[config.mk]
export PLATFORM = sky130hd
export DESIGN_NAME = m9k_tensor_reader
export DESIGN_NICKNAME = d
export VERILOG_FILES = /design/src/rtl/m9k_tensor_reader.sv
export SDC_FILE = /design/constraint.sdc
export NUM_CORES = 1
export LEC_CHECK = 0
export CELL_PAD_IN_SITES_DETAIL_PLACEMENT = 1
export CELL_PAD_IN_SITES_GLOBAL_PLACEMENT = 2
export CORE_MARGIN = 2
export CORE_UTILIZATION = 30
export CTS_CLUSTER_SIZE = 14
export DETAILED_ROUTE_END_ITERATION = 16
export PLACE_DENSITY_LB_ADDON = 0.1
export SETUP_SLACK_MARGIN = 0.2
export SLEW_MARGIN = 20
export SYNTH_ARGS = -nofsm -noshare
export SYNTH_HDL_FRONTEND = slang
export SYNTH_SLANG_ARGS = --single-unit
[constraint.sdc]
create_clock -name clk -period 3.7 [get_ports clk]
set_input_delay 0.74 -clock clk [delete_from_list [all_inputs] [get_ports clk]]
set_output_delay 0.74 -clock clk [all_outputs]
set_load 0.01 [all_outputs]
[src/rtl/m9k_tensor_reader.sv]
// Read-only initiator for the M9K scratch memory: fetches a {tag, length} header and streams the
// tensor elements that follow it over a valid/ready port through a 2-entry skid FIFO.
module m9k_tensor_reader #(
    parameter int unsigned ADDR_W  = 15,
    parameter int unsigned DATA_W  = 32,
    parameter int unsigned MAX_LEN = 32766
) (
    input  logic              clk,
    input  logic              rst,
    input  logic              start,
    input  logic [ADDR_W-1:0] base_addr,
    output logic              busy,
    output logic              done,
    output logic              err,
    output logic [DATA_W-1:0] tag,
    output logic [DATA_W-1:0] len,
    output logic              mem_w_en,
    output logic [ADDR_W-1:0] mem_addr,
    output logic [DATA_W-1:0] mem_data_store,
    input  logic [DATA_W-1:0] mem_data_load,
    output logic              out_valid,
    input  logic              out_ready,
    output logic [DATA_W-1:0] out_data,
    output logic              out_last
);

    localparam logic [2:0] IDLE   = 3'd0;
    localparam logic [2:0] HDR0   = 3'd1;
    localparam logic [2:0] HDR1   = 3'd2;
    localparam logic [2:0] HDRW   = 3'd3;
    localparam logic [2:0] STREAM = 3'd4;
    localparam logic [2:0] FIN    = 3'd5;

    localparam int unsigned CW = ADDR_W + 1;
    localparam int unsigned XW = DATA_W + 1;

    logic [2:0]        state_q, state_d;
    logic [ADDR_W-1:0] base_q, base_d;
    logic [ADDR_W-1:0] mem_addr_q, mem_addr_d;
    logic [DATA_W-1:0] tag_q, tag_d;
    logic [DATA_W-1:0] len_q, len_d;
    logic              err_q, err_d;
    logic [CW-1:0]     issued_q, issued_d;
    logic [CW-1:0]     popped_q, popped_d;
    logic              inflight_q, inflight_d;
    logic [DATA_W-1:0] fifo_q [2];
    logic [DATA_W-1:0] fifo_d [2];
    logic              rd_ptr_q, rd_ptr_d;
    logic              wr_ptr_q, wr_ptr_d;
    logic [1:0]        count_q, count_d;

    logic [CW-1:0] n_w;
    logic [XW-1:0] hdr_end;
    logic          hdr_bad;
    logic [2:0]    occ;
    logic          push, pop, issue, head_last;

    always_comb begin
        n_w       = len_q[CW-1:0];
        push      = inflight_q;
        pop       = (count_q != 2'd0) && out_ready;
        head_last = (popped_q + CW'(1)) == n_w;
        occ       = {1'b0, count_q} + {2'b00, inflight_q};
        // Reserve a FIFO slot for every outstanding read so a returning word always fits.
        issue     = (state_q == STREAM) && (issued_q < n_w) && (occ <= (3'd1 + {2'b00, pop}));
        // Header end address evaluated one bit wider than the data so it cannot wrap.
        hdr_end   = XW'(base_q) + XW'(1) + XW'(mem_data_load);
        hdr_bad   = (mem_data_load > DATA_W'(MAX_LEN)) ||
                    (hdr_end > XW'((64'd1 << ADDR_W) - 64'd1));

        state_d    = state_q;
        base_d     = base_q;
        mem_addr_d = mem_addr_q;
        tag_d      = tag_q;
        len_d      = len_q;
        err_d      = err_q;
        issued_d   = issued_q;
        popped_d   = popped_q;
        inflight_d = issue;
        fifo_d     = fifo_q;
        rd_ptr_d   = rd_ptr_q;
        wr_ptr_d   = wr_ptr_q;
        count_d    = count_q + {1'b0, push} - {1'b0, pop};

        case (state_q)
            IDLE: begin
                if (start) begin
                    base_d     = base_addr;
                    mem_addr_d = base_addr;
                    err_d      = 1'b0;
                    issued_d   = '0;
                    popped_d   = '0;
                    state_d    = HDR0;
                end
            end
            HDR0: begin
                mem_addr_d = base_q + ADDR_W'(1);
                state_d    = HDR1;
            end
            HDR1: begin
                tag_d   = mem_data_load;
                state_d = HDRW;
            end
            HDRW: begin
                len_d = mem_data_load;
                if (hdr_bad) begin
                    err_d   = 1'b1;
                    state_d = FIN;
                end else if (mem_data_load == '0) begin
                    state_d = FIN;
                end else begin
                    mem_addr_d = base_q + ADDR_W'(2);
                    state_d    = STREAM;
                end
            end
            STREAM: begin
                if (issue) begin
                    issued_d = issued_q + CW'(1);
                    // mem_addr always shows the next element; stop at the last one so it never wraps.
                    if ((issued_q + CW'(1)) < n_w) begin
                        mem_addr_d = mem_addr_q + ADDR_W'(1);
                    end
                end
                if (pop && head_last) begin
                    state_d = FIN;
                end
            end
            FIN: begin
                state_d = IDLE;
            end
            default: begin
                state_d = IDLE;
            end
        endcase

        if (push) begin
            fifo_d[wr_ptr_q] = mem_data_load;
            wr_ptr_d         = ~wr_ptr_q;
        end
        if (pop) begin
            rd_ptr_d = ~rd_ptr_q;
            popped_d = popped_q + CW'(1);
        end
    end

    always_ff @(posedge clk) begin
        if (rst) begin
            state_q    <= IDLE;
            base_q     <= '0;
            mem_addr_q <= '0;
            tag_q      <= '0;
            len_q      <= '0;
            err_q      <= 1'b0;
            issued_q   <= '0;
            popped_q   <= '0;
            inflight_q <= 1'b0;
            fifo_q[0]  <= '0;
            fifo_q[1]  <= '0;
            rd_ptr_q   <= 1'b0;
            wr_ptr_q   <= 1'b0;
            count_q    <= '0;
        end else begin
            state_q    <= state_d;
            base_q     <= base_d;
            mem_addr_q <= mem_addr_d;
            tag_q      <= tag_d;
            len_q      <= len_d;
            err_q      <= err_d;
            issued_q   <= issued_d;
            popped_q   <= popped_d;
            inflight_q <= inflight_d;
            fifo_q     <= fifo_d;
            rd_ptr_q   <= rd_ptr_d;
            wr_ptr_q   <= wr_ptr_d;
            count_q    <= count_d;
        end
    end

    always_comb begin
        busy           = state_q != IDLE;
        done           = state_q == FIN;
        err            = (state_q == FIN) && err_q;
        tag            = tag_q;
        len            = len_q;
        mem_w_en       = 1'b0;
        mem_addr       = mem_addr_q;
        mem_data_store = '0;
        out_valid      = count_q != 2'd0;
        out_data       = out_valid ? fifo_q[rd_ptr_q] : '0;
        out_last       = out_valid && head_last;
    end

endmodule

==> After elaboration in Yosys (flattened, before gate mapping) <==
Index checks and enable logic that the tools add are counted.
{ "classes": {"add_sub_neg": 11, "n_reduce_logical": 23, "n_lt_le_gt_ge": 8, "n_eq_ne": 13, "bitwise_logic": 4, "n_mux": 26} }
{ "op_table": {"columns": ["cell", "n"], "rows": [
  ["$mux W32", 5],
  ["$mux W15", 5],
  ["$bwmux W64", 1],
  ["$mux W16", 4],
  ["$pmux W15 S4", 1],
  ["$add A16 B32 Y33", 1],
  ["$gt A33 B15 Y1 const B", 1],
  ["$add A16 B1 Y16 const B", 2],
  ["$demux W32 S1", 1],
  ["$gt A32 B15 Y1 const B", 1],
  ["$logic_not A32 Y1", 1],
  ["$lt A16 B16 Y1", 2],
  ["$pmux W16 S2", 1],
  ["$add A15 B1 Y15 const B", 2],
  ["$add A15 B1 Y16 const B", 1],
  ["$eq A16 B16 Y1", 1],
  ["$add A15 B2 Y15 const B", 1],
  ["$pmux W3 S5", 1],
  ["$ne A2 B2 Y1 const B", 5],
  ["$reduce_bool A2 Y1", 5],
  ["$logic_and A1 B1 Y1", 7],
  ["$eq A3 B2 Y1 const B", 2],
  ["$eq A3 B3 Y1 const B", 2],
  ["$mux W3", 2],
  ["other kinds (20)", 30]
]} }
{ "word_totals": {"regBits": 199, "elab_cells": 99} }

==> Logic depth before layout (Yosys ltp) <==
Gate-level depths: netlist of run 1.
{ "depth": {"word_depth": 7, "ltp_mapped": 16, "ltp_nobuf": 14} }

==> Worst setup path before layout of run 1 <==
OpenSTA, ideal clock, no wires.
{ "synth_timing": {"path_kind": "register to register", "start": "reg issued_q[0]", "end": "reg mem_addr_q[13], in the netlist mem_addr[13]", "path_stages_with_launch": 16, "arrival_ns": 3.243, "setup_slack_ns": 0.369, "path_buffers": 2, "synth_period_minus_slack_ns": 3.331, "t_required_ns": 3.612, "cell_sequence": "dfxtp_1 > ha_1 > nand3_1 > nor3_1 > and3_1 > clkbuf_1 > nand3_1 > xnor2_1 > ha_1 > and4_1 > o21ai_0 > nor3_1 > o32a_1 > nor2_2 > buf_6 > a311oi_2"} }
{ "synth_via": {"elab_chain_cells": 5, "word_cells_on_any_way": 8, "cone_classes": "add/sub (1); order compare (2); eq/ne (2); reduce/logical (3)"} }
{ "synth_rtl": {"columns": ["item", "line", "text"], "rows": [
  ["start, declared", "43", "logic [CW-1:0] issued_q, issued_d;"],
  ["start signal, assigned", "169", "issued_q <= issued_d;"],
  ["branches (longest 4 deep; another with $add A16 B1 Y16)", null, null],
  ["$reduce_and A6 Y1 (no source line) (*)", null, null],
  ["end signal, assigned", "165", "mem_addr_q <= mem_addr_d;"],
  ["end, declared", "39", "logic [ADDR_W-1:0] mem_addr_q, mem_addr_d;"]
]} }
Mark *: on every way between the ends.
A chain may end at the register's enable or synchronous reset.

==> Worst setup path in the final report of run 1 <==
{ "layout_timing": {"start": "reg popped_q[0]", "end": "out out_last"} }
{ "layout_via": {"elab_chain_cells": 3} }
{ "layout_rtl": {"columns": ["item", "line", "text"], "rows": [
  ["start, declared", "44", "logic [CW-1:0] popped_q, popped_d;"],
  ["start signal, assigned", "170", "popped_q <= popped_d;"],
  ["$add A16 B1 Y16", "62", "head_last = (popped_q + CW'(1)) == n_w;"],
  ["$eq A16 B16 Y1", "62", null],
  ["$logic_and A1 B1 Y1", "190", "out_last = out_valid && head_last;"],
  ["end, declared", "24", "output logic out_last"]
]} }
No other way between the ends.

==> results of run 1 <==
flip-flops by register name, indices dropped and copies added (netlist names):
register,flops
fifo_q,64
len,32
tag,32
issued_q,16
popped_q,16
base_q,15
mem_addr,15
state_q,3
count_q,2
err_q,1
inflight_q,1
rd_ptr_q,1
wr_ptr_q,1
cell families after synthesis:
| kind of cell | share of synthesized area, % |
|---|---|
| simple gates | 23.7 |
| compound gates | 18.2 |
| flops | 35.7 |
| buf+inv | 6.90 |
| xor+xnor | 4.94 |
| fa+ha+maj | 6.23 |
| mux | 4.33 |
| other cells | 0.0336 |
through the flow:
| step | power, W | utilization, % | cell area [sq um] | setup WS, ps | TNS, ps |
|---|---|---|---|---|---|
| 2_1_floorplan | 0.00405 | - | 11300 | 369 | 0 |
| 3_3_place_gp | 0.00513 | 36.8 | 13500 | 84.2 | 0 |
| 3_5_place_dp | 0.00518 | 36.8 | 13500 | -8.03 | -14.9 |
| 4_1_cts | 0.00725 | 38.7 | 14200 | 210 | 0 |
| 5_1_grt | 0.00760 | 39.2 | 14400 | 173 | 0 |
| 6_report | 0.00718 | 39.2 | 14400 | 295 | 0 |
cell usage after synthesis, types with 3 or more instances:
cell,count
a221oi_1,4
buf_1,11
buf_4,34
nand4_1,13
nand3_1,39
buf_2,4
a41oi_1,3
dfxtp_1,199
and2_1,9
ha_1,54
nor2_1,97
a22oi_1,5
or4_1,4
or3b_1,3
a211oi_1,7
or3_1,11
nor2b_1,7
xor2_1,29
nand2b_1,5
a21o_1,3
xnor2_1,34
mux2i_1,46
a21oi_1,213
nor4_1,13
a31oi_1,5
and3_1,16
a211oi_2,9
inv_1,32
o22ai_1,3
a311oi_1,8
a31o_2,4
buf_6,3
a211o_1,5
and4_1,3
a222oi_1,3
nand2_1,355
clkbuf_1,77
nor3b_1,4
o21ai_0,39
nor3_1,19
worst max-delay path by stage:
| stage | end | slack (ps) | startpoint | cells past startpoint |
|---|---|---|---|---|
| 6_report | out_last | 290 | popped_q[0]$_SDFFE_PP0P_ | 9 |
| 5_1_grt | mem_addr[7]$_SDFFE_PP0P_ | 170 | issued_q[3]$_SDFFE_PP0P_ | 14 |
| 4_1_cts | out_last | 210 | popped_q[3]$_SDFFE_PP0P_ | 9 |
| 3_5_place_dp | mem_addr[13]$_SDFFE_PP0P_ | -8 | issued_q[0]$_SDFFE_PP0P_ | 14 |
| 3_3_place_gp | mem_addr[13]$_SDFFE_PP0P_ | 80 | issued_q[2]$_SDFFE_PP0P_ | 14 |
| 2_1_floorplan | mem_addr[13]$_SDFFE_PP0P_ | 370 | issued_q[0]$_SDFFE_PP0P_ | 15 |
worst max-delay path, stage by stage (launching register included):
cell,delay [ps]
dfxtp_4,380
ha_4,170
inv_2,70
nor4_4,280
buf_4,170
xnor2_2,120
nand2_1,70
or4_4,540
nor4_4,240
buf_2,180
repair_timing:
item	4_1_cts	5_1_grt
setup buffers	3	8
endpoints found under the setup margin	16	16
gates resized for setup	29	34
pin swaps	5	9
where the power goes:
| part | total, W | internal (W) | switching, W |
|---|---|---|---|
| logic | 0.00248 | 0.00101 | 0.00147 |
| clock network | 0.00204 | 0.00109 | 0.000950 |
| registers | 0.00265 | 0.00235 | 0.000306 |
| total | 0.00718 | 0.00446 | 0.00273 |
final cells by class:
class                           instances  area share [%]
Multi-Input combinational cell       1142            46.8
Sequential cell                       199            28.0
Timing Repair Buffer                  243            16.0
Tap cell                              468            4.08
Clock buffer                           19            3.08
Clock inverter                         13            1.19
Inverter                               32           0.836
Antenna cell                            1          0.0174
routing by layer:
layer / up-vias / GRT usage, % / routed length [microns]
li1: 5305 / - / -
met1: 5448 / 27.8 / 19400
met2: 174 / 38.3 / 21100
met3: 28 / 5.39 / 1980
met4: 0 / 5.49 / 602
met5: - / 0 / 0
==> impl_metrics.yaml, run 1 <==
status:
  outcome: "finished clean"
sta:
  fmax_mhz: 294
  holdWs_ps: 456
  slew_violations: 0
  worst_slew_pin_slew_ps: 999
  maxSlewHeadroom_pct: 33.3
  min_period_ps: 3410
  period_share_pct: 92.0
  fin_worst_skew_ps: 15.9
  setup_violations: 0
  rsz0062_at_grt: "true"
  hold_viol_final: 0
die:
  core_sq_mm: 0.0366
  initial_core_util_pct: 30.5
  rows: 70
  die_w_microns: 197
  die_h_microns: 197
  io_pins: 200
  die_area_sq_mm: 0.0388
hold_path:
  hold_start: "fifo_q[19]$_SDFFE_PP0P_"
  worstHoldEndpoint: "fifo_q[19]$_SDFFE_PP0P_"
  min-delay-path-class: "reg2reg"
  hold_path_depth: 2
clock_tree:
  root_buffer: "clkbuf_16"
  numCtsBuffers: 17
  cts_sinks: 199
  cts_hold_buf: 0
  cts_tree: "yes"
  insertion_delay_ps: 460
  path_clk_slew_ps: 70
  h-tree-depth: 4
  clock_path_buffers: 2
pwr:
  ir_worst_vdd_uv: 324
  total_leakage_power_nw: 5.07
  powerDensity_mw_per_mm2: 500
setup_path:
  critPathRequiredTime_ps: 2960
  crit_type: "reg2out"
  rr_startpoint: "issued_q[0]$_SDFFE_PP0P_"
  r2r_cells: 14
  cp-start-kind: "flop"
  worst_r2r_endpoint: "mem_addr[13]$_SDFFE_PP0P_"
  endpoint_kind: "primary output"
  ff2ff_setup_slack_ps: 380
  arrival_ps: 2670
  cp_max_fo: 5
yosys:
  ys.flop_type: "dfxtp_1"
  yosysUniqueCellTypes: 73
  synth_top_cell_by_area: "dfxtp_1"
  synth_area_sq_mm: 0.0112
  ys_seq_area_share_pct: 35.7
  synth.area.top_cells: "dfxtp_1 (36%), nand2_1 (12%), a21oi_1 (9.6%)"
  syn_area_per_cell_sq_um: 7.58
  syn-instance-count: 1472
  synth_top_area_share_pct: 35.7
  ys_warn_count: 0
  ys_seq_elements: 199
  synth_enable_flop_cells: 0
  async_reset_ff_share_pct: 0
finish:
  fillCellCount: 4376
  multi_input_area_sq_mm: 0.00673
  nets: 1741
  drive_gt1_share_pct: 11.3
  final_common_cell: "nand2_1"
  layout_common_cells: "nand2_1 (353), a21oi_1 (213), dfxtp_1 (183), clkdlybuf4s50_1 (164), nor2_1 (95)"
  syn_to_final_growth_pct: 28.8
  regArea_sq_mm: 0.00403
  fin_cells: 2117
detailed_routing:
  vias: 10955
  drc: 0
  via_per_inst: 5.17
  drt-pass1-iter-count: 5
  finalWirelength_microns: 43100
  drt-initial-drc-count: 482
  ant_nets: 0
  post_drt_wl_per_cell_microns: 20.4
place:
  dp_cells: 2073
  routabilityCongestion: 0.834
  dp_hpwl_microns: 30900
  port_buffers: 166
global_routing:
  grt_pass1_vias: 11048
  gr-usage-all-layers_pct: 22.2
  grt_max_degree: 89
  gr-total-overflow: 0
  grt_pass1_wl_microns: 66200
  antenna_found_initial: 2
flow_run:
  drv_cap: 0
(Power assumes the default switching activity.)
==> inputs of run 2 (changes only) <==
--- a/config.mk
+++ b/config.mk
@@ -12,7 +12,7 @@
 export CTS_CLUSTER_SIZE = 14
 export DETAILED_ROUTE_END_ITERATION = 16
 export PLACE_DENSITY_LB_ADDON = 0.1
-export SETUP_SLACK_MARGIN = 0.2
+export SETUP_SLACK_MARGIN = 0.4
 export SLEW_MARGIN = 20
 export SYNTH_ARGS = -nofsm -noshare
 export SYNTH_HDL_FRONTEND = slang
==> run 2 against run 1 <==
Compared with the run above:
- sequential power down 2%
- core utilization up 0.44 points
- non-clock buffer count up 13
- critical endpoint unchanged
- largest cell class unchanged
==> impl_metrics.yaml, run 2 (same netlist as run 1, synthesis figures left out) <==
status:
  outcome: "finished clean"
die:
  rows: 70
  die_w_microns: 197
  die_h_microns: 197
  core_sq_mm: 0.0366
  die_area_sq_mm: 0.0388
  io_pins: 200
  initial_core_util_pct: 30.5
detailed_routing:
  ant_nets: 0
  vias: 10941
  finalWirelength_microns: 43900
  drt-initial-drc-count: 621
  drt-pass1-iter-count: 5
  post_drt_wl_per_cell_microns: 20.6
  via_per_inst: 5.13
  drc: 0
setup_path:
  slowest_delay_ps: 350
  crit_chain: "buf_6, or3_4, a311o_1, o22ai_2, a22o_1, o2111ai_2, nor4_2, buf_2"
  arrival_ps: 2580
  cp-start-kind: "flop"
  critPathRequiredTime_ps: 2960
  cp_slowest_cell: "dfxtp_2"
  endpoint_kind: "primary output"
  cp_max_fo: 4
  crit_type: "reg2out"
place:
  dp_cells: 2076
  routabilityCongestion: 0.805
  dp_hpwl_microns: 31100
  port_buffers: 166
sta:
  fmax_mhz: 302
  slew_violations: 0
  rsz0062_at_grt: "true"
  setup_tns_ps: 0
  min_period_ps: 3320
  holdWs_ps: 457
  fin_worst_skew_ps: 20.7
  period_share_pct: 89.6
  setup_violations: 0
  worst_slew_pin_slew_ps: 979
  hold_viol_final: 0
  maxSlewHeadroom_pct: 34.6
hold_path:
  min-delay-path-class: "reg2reg"
clock_tree:
  h-tree-depth: 4
  insertion_delay_ps: 460
  cts_hold_buf: 0
  root_buffer: "clkbuf_16"
  path_clk_slew_ps: 80
  cts_tree: "yes"
  clock_path_buffers: 2
  numCtsBuffers: 17
  cts_sinks: 199
global_routing:
  met3_usage_pct: 5.63
  gr-total-overflow: 0
  grt_pass1_vias: 11152
  grt_use_met2_pct: 38.7
  met1_usage_pct: 28.2
  antenna_found_initial: 2
  busiest_layer: "met2"
  gr-usage-all-layers_pct: 22.5
  grt_pass1_wl_microns: 66900
  grt_max_degree: 99
finish:
  fin_cells: 2131
  multi_input_area_sq_mm: 0.00680
  layout_common_cells: "nand2_1 (350), a21oi_1 (212), dfxtp_1 (176), clkdlybuf4s50_1 (164), nor2_1 (95)"
  regArea_sq_mm: 0.00404
  drive_gt1_share_pct: 13.1
  syn_to_final_growth_pct: 30.2
  nets: 1754
  utilization_pct: 39.7
  largest_reg_flops: 64
  fillCellCount: 4446
  final_common_cell: "nand2_1"
  regMostFlops: "fifo_q"
pwr:
  powerDensity_mw_per_mm2: 489
  ir_worst_vdd_uv: 304
  total_leakage_power_nw: 5.18
flow_run:
  drv_cap: 0
## run 2: worst max-delay path: cells and delay by family, from the launching register on
family	cells	cell delay [ps]
AO/OA/AOI/OAI	4	820
AND/OR/NAND/NOR	2	650
flip-flops	1	350
buffers and inverters	2	300
## run 2: layout make-up
class | count | area share (%)
Tap cell | 468 | 4.03
Multi-Input combinational cell | 1142 | 46.8
Antenna cell | 2 | 0.0344
Clock inverter | 14 | 0.956
Sequential cell | 199 | 27.8
Inverter | 32 | 0.827
Clock buffer | 18 | 3.02
Timing Repair Buffer | 256 | 16.6
## run 2: worst paths after layout
check / from / end / slack (ps) / cells after the start
hold reg to reg: fifo_q[1]$_SDFFE_PP0P_ / fifo_q[1]$_SDFFE_PP0P_ / 460 / 2
setup reg to reg: issued_q[1]$_SDFFE_PP0P_ / mem_addr[12]$_SDFFE_PP0P_ / 510 / 14
setup / recovery: popped_q[6]$_SDFFE_PP0P_ / out_last / 380 / 8
hold / removal: fifo_q[1]$_SDFFE_PP0P_ / fifo_q[1]$_SDFFE_PP0P_ / 460 / 2
## run 2: timing repair
action                     4_1_cts  5_1_grt
setup endpoints to repair       16       16
buffers inserted                 8       11
cloned                           0        2
pin swaps                       11       22
gates resized for setup         44       45
## run 2: report_power, final
part,switching (W),total [W],internal (W),leakage (nW)
clock,0.000956,0.00192,0.000967,0.290
combinational,0.00154,0.00259,0.00105,3.26
sequential,0.000257,0.00260,0.00235,1.63
## run 2: metrics by stage
step	instance area (sq um)	setup WS [ps]	power [W]
2_1_floorplan	11300	424	0.00405
3_3_place_gp	13500	25.9	0.00515
3_5_place_dp	13500	59.0	0.00518
4_1_cts	14200	284	0.00715
5_1_grt	14500	230	0.00755
6_report	14500	384	0.00711
## run 2: metal layers
| layer | up-vias | part of all wire, % |
|---|---|---|
| li1 | 5336 | - |
| met3 | 27 | 5.3 |
| met5 | - | 0 |
| met2 | 195 | 49 |
| met1 | 5383 | 45 |
| met4 | 0 | 1.6 |
